==> src/rtl/fp_chk_fifo.sv <==
// Expected-value FIFO: registered pointers with wrap bit, registered full/empty.
module fp_chk_fifo #(
  parameter int unsigned WIDTH = 32,
  parameter int unsigned DEPTH = 8
) (
  input  logic             clk,
  input  logic             RST,
  input  logic             clr,
  input  logic             push,
  input  logic [WIDTH-1:0] wdata,
  input  logic             pop,
  output logic [WIDTH-1:0] rdata_c,
  output logic             full,
  output logic             empty
);
  localparam int unsigned AW = $clog2(DEPTH);

  logic [WIDTH-1:0] mem_q [DEPTH];
  logic [AW:0]      wr_q, wr_d, rd_q, rd_d;
  logic             full_q, full_d, empty_q, empty_d;

  always_comb begin
    wr_d = wr_q;
    rd_d = rd_q;
    if (clr) begin
      wr_d = '0;
      rd_d = '0;
    end else begin
      if (push && !full_q)  wr_d = wr_q + (AW+1)'(1);
      if (pop  && !empty_q) rd_d = rd_q + (AW+1)'(1);
    end
    empty_d = (wr_d == rd_d);
    full_d  = (wr_d[AW] != rd_d[AW]) && (wr_d[AW-1:0] == rd_d[AW-1:0]);
  end

  always_ff @(posedge clk or negedge RST) begin
    if (!RST) begin
      wr_q    <= '0;
      rd_q    <= '0;
      full_q  <= 1'b0;
      empty_q <= 1'b1;
    end else begin
      wr_q    <= wr_d;
      rd_q    <= rd_d;
      full_q  <= full_d;
      empty_q <= empty_d;
    end
  end

  // Storage needs no reset; occupancy comes from the pointers.
  always_ff @(posedge clk) begin
    if (push && !full_q && !clr) mem_q[wr_q[AW-1:0]] <= wdata;
  end

  assign rdata_c = mem_q[rd_q[AW-1:0]];
  assign full    = full_q;
  assign empty   = empty_q;
endmodule

==> config.mk <==
export PLATFORM = sky130hd
export DESIGN_NAME = fp_chk_fifo
export DESIGN_NICKNAME = d
export VERILOG_FILES = /design/src/rtl/fp_chk_fifo.sv
export SDC_FILE = /design/constraint.sdc
export NUM_CORES = 1
export LEC_CHECK = 0
export ABC_AREA = 1
export ABC_CLOCK_PERIOD_IN_PS = 4700
export CELL_PAD_IN_SITES_DETAIL_PLACEMENT = 2
export CELL_PAD_IN_SITES_GLOBAL_PLACEMENT = 2
export CORE_MARGIN = 2
export CORE_UTILIZATION = 40
export CTS_CLUSTER_DIAMETER = 80
export DETAILED_ROUTE_END_ITERATION = 10
export PLACE_DENSITY_LB_ADDON = 0.12
export SYNTH_ARGS = -nofsm -noshare
export SYNTH_HDL_FRONTEND = slang
export SYNTH_SLANG_ARGS = --single-unit
==> constraint.sdc <==
create_clock -name clk -period 4.7 [get_ports clk]
set_input_delay 1.41 -clock clk [delete_from_list [all_inputs] [get_ports clk]]
set_output_delay 1.41 -clock clk [all_outputs]
set_load 0.01 [all_outputs]
* Yosys cells after proc, flatten, opt, wreduce, memory -nomap -nowiden
Memory sizes are Yosys's and may differ from the RTL's. Index checks and enable logic that the tools add are counted. W data, S select, Z words.
Word-level totals: flip-flop bits (word level) 10, bits in writable memories 256, input port bits 37, output and inout port bits 34, memories 1
Operators by class: $add $sub $neg 2, eq/ne operators 3, mux-type cells 6, reduce and logical (&&, ||, !) cells 7
Memories:
- mem_q | words 8, width 32, read ports 1, clocked after memory_dff 0, write ports 1, line 18 | logic [WIDTH-1:0] mem_q [DEPTH];
Operator list (number):
- $mux W4 | 4
- $add A4 B1 Y4 const B | 2
- $eq A4 B4 Y1 | 1
- $logic_and A1 B1 Y1 | 4
- $eq A3 B3 Y1 | 1
- $logic_not A1 Y1 | 3
- $mux W1 | 2
- $ne A1 B1 Y1 | 1

* Logic depth before layout (Yosys ltp)
word-level depth 6, gate-level depth with buffers 10, gate-level depth less buffers 10

* Worst setup path before layout
No wires, ideal clock.
path kind input port to flip-flop, from input clr, to memory mem_q[4][0] (enable), setup time 0.502 ns, data arrival time 4.851 ns, slack -0.653 ns, stages 4, cell sequence inv_1 > buf_2 > nand2_1 > nor4_1
On the way: cells in the longest elaborated chain, start to end 4
RTL lines:
- from (decl) | line 8 | input logic clr,
- $logic_not A1 Y1 | line 52 | if (push && !full_q && !clr) mem_q[wr_q[AW-1:0]] <= wdata;
- $logic_and A1 B1 Y1 | line 52
- $mux W1 | line 52
- $mux W1 (not written as such) | line 52
- to (decl) | line 18
No other way between the ends.

* Worst setup path after layout
from register rd_q[0], to output rdata_c[4]
On the way: cells in the longest elaborated chain, start to end 1
RTL lines:
- from (decl) | line 19 | logic [AW:0] wr_q, wr_d, rd_q, rd_d;
- from (signal assigned) | line 44 | rd_q <= rd_d;
- $mem_v2 Z8 W32
- to (decl) | line 12 | output logic [WIDTH-1:0] rdata_c,
No other way between the ends.

==> impl_results.md <==
* Detailed-route via count at between 7,000 and 8,000
* Drt pass-1 iters at 8
* Max-Cap Viols at 0
* Synth Area in XOR/XNOR at 0%
* Initial antenna violation count at 1
* Half-perimeter wire length after placement at approximately 18,000 µm
* Area growth syn-to-layout at 18.5%
* Final setup fails at 0
* Worst hold path class: flip-flop to flip-flop
* Area contributors post-synth: edfxtp_1 72%, nor2_1 6.0%, o21ai_0 5.0%, nand2_1 4.7%, dfrtp_1 2.1%
* Die height at approximately 170 µm
* Mapped Area at about 11,000 µm²
* Static leakage at ~0.0043 µW
* Die footprint at 28,000 µm²
* Setup crit start kind: flip-flop
* Root Buffer: clkbuf_16
* Power per cell area at between 400 and 500 nW/µm²
* I/O pins at between 70 and 80
* Combinational family with the most area after synthesis: simple AND/OR/NAND/NOR gates
* Post-synthesis simple-gate area fraction at between 10% and 20%
* Post-synthesis cell type count at 29
* Number of buffers created by CTS at 29
* Adder-cell share of the synthesized area at less than 1%
* Area leader, netlist: edfxtp_1
* Post-synthesis mux area share at 0%
* Max Fclk at ~220 MHz
* RSZ-0062 raised after global routing: false
* Initial detailed-routing violation count at approximately 460
* Critical Path AT at ~3.1 ns
* H-tree depth reported by CTS at 1
* CTS clk-pin slew, worst paths at 0.06 ns
* Drt via density at between 5 and 6
* RD Place Congestion at 0.736
* Pins Over Slew Limit at 0
* Vias in the first global route at 8,113
* Period utilisation layout at around 95%
* Violated checks: design-rule violations
* Gr usage total at a little under a quarter
* Global-route wire length before repair at between 40,000 and 50,000 µm
* Seq cells post-synth at between 200 and 300
* Starting density of the core at 40.9%
* CTS tree: done
* Row cnt at a little under 60
* YS warnings at 0
* Postcts setup bufs at 0
* Clock Path Buffers at 3
* Worst-margin pin slew at around 0.64 ns
* Syn Nets at approximately 900
* Commonest non-fill, non-tap cells in the layout: 256 x edfxtp_1, 170 x nor2_1, 133 x nand2_1
* Share of the synthesized area in the top cell type at 72.0%
* Worst skew pair latency at around 0.56 ns
* Leading cell type in the layout, fill and taps excluded: edfxtp_1
* Core Util, Final at about half
* Post-Route WL at 31,200 µm
* WL/cell at 24.2 µm
* Maximum number of pins on one net before global-route repair at approximately 130
* Worst Setup End Kind: output pin
* Worst Path Required at 3.29 ns
* Buffers on Ports at 70
* Status: finished with violations
* Worst slack at placement at between 0.8 and 0.9 ns
* # diodes at 0
* Setup Skew at between 0.015 and 0.02 ns
* Relative slew slack at 57.4%
* Worst-path maximum fanout at 37
* CTS Hold Bufs at 0
* Setup CP Type: flip-flop to output pin
* Total grt overflow at 0
* Core ar. at roughly 26,000 µm²
* Hold_ws at roughly 0.6 ns
* Final net count at just under 1,000
* Share of layout cells above drive strength 1 at under 10%
* Final worst-path setup slack at 0.236 ns
* Post-Syn Instances at approximately 860
* Compound-Gate Fraction of Synth Area at approximately a tenth
* IR drop worst, VDD at ~0.47 mV
* Clk sinks at 266
* Power Total at 5520 µW
* Hold Fails Final Rpt at 0
* Post-detailed-route count of antenna-violating nets at 0
* Die X at ~170 µm
* Post_cts resized at 0
* Post-layout min period at around 4.5 ns
* Synthesized area per cell at ~12 µm²
* Sequential area share after synthesis at roughly three quarters
* Fin Setup TNS at 0 ns
* DRC at 7
==> per-layer routing <==
metal  wire length [µm]  GRT usage, %  share of wire [%]  up-vias
li1                   -             -                  -     3225
met1              13200          28.7                 42     3672
met2              16200          40.9                 52      145
met3               1140          3.26                3.6       43
met4                626          5.86                2.0        0
met5                  0             0                  0        -
==> worst max-delay path, cell delays in order, from the launching register on <==
cell and delay [ns]:
dfrtp_4 0.49, clkinv_2 0.41, buf_4 0.31, nor2_1 0.08, o21ai_1 0.16, a21oi_1 0.09
a31oi_1 0.33, clkdlybuf4s50_1 0.62
==> cells by family (layout without fill, tap and decap cells) <==
kind of cell             count (synthesis)  in the layout
adder cells (fa/ha/maj)                  2              2
AND/OR/NAND/NOR                        330            330
buffers and inverters                   67            164
flip-flops                             266            266
AO/OA/AOI/OAI                          194            194
==> flip-flops by register name (all words and copies together) (netlist names) <==
| signal | flops |
|---|---|
| empty | 1 |
| full | 1 |
| mem_q | 256 |
| rd_q | 4 |
| wr_q | 4 |
==> synthesized netlist by cell type, drive strengths merged <==
cell type,number
buf,30
nor4,6
o21ai,128
clkinv,1
edfxtp,256
a31oi,32
inv,17
ha,2
nor3,1
clkbuf,19
a21oi,33
nand2,133
o21bai,1
nand3,11
nor2,176
dfstp,1
nand4,2
nand3b,1
dfrtp,9
==> final timing paths <==
path / from / end / slack [ns] / depth (start not counted)
worst max register to register: rd_q[2] / full / 2.52 / 10
worst min register to register: rd_q[3] / rd_q[3] / 0.59 / 3
worst max-delay path: rd_q[0] / rdata_c[4] / 0.24 / 7
worst min-delay path: rd_q[3] / rd_q[3] / 0.59 / 3
min in group asynchronous: RST / rd_q[3] / 1.21 / 1
max in group asynchronous: RST / rd_q[0] / 3.08 / 1
==> through the flow <==
stage / instance area [µm²] / std cells
floorplan: 10700 / 859
global placement: 11800 / 1245
CTS: 12700 / 1291
global route: 12700 / 1291
finish: 12700 / 1291
detailed placement: 11800 / 1245
==> final cells by class <==
cell class / count / area [µm²]
repair buffers: 100 / 963
fillers: 2563 / 13500
flip-flops and latches: 266 / 7940
clock inverters: 12 / 90.1
well taps: 335 / 419
inverters: 18 / 68.8
multi-input cells: 526 / 2420
clock buffers: 34 / 744
==> report_power, final <==
part	leakage (µW)	switching, µW	total (µW)	internal, µW
Clock	0.000408	905	2080	1170
Sequential	0.00244	21.9	2660	2640
Combinational	0.00149	486	780	294
Power figures use the tool's default switching activity.
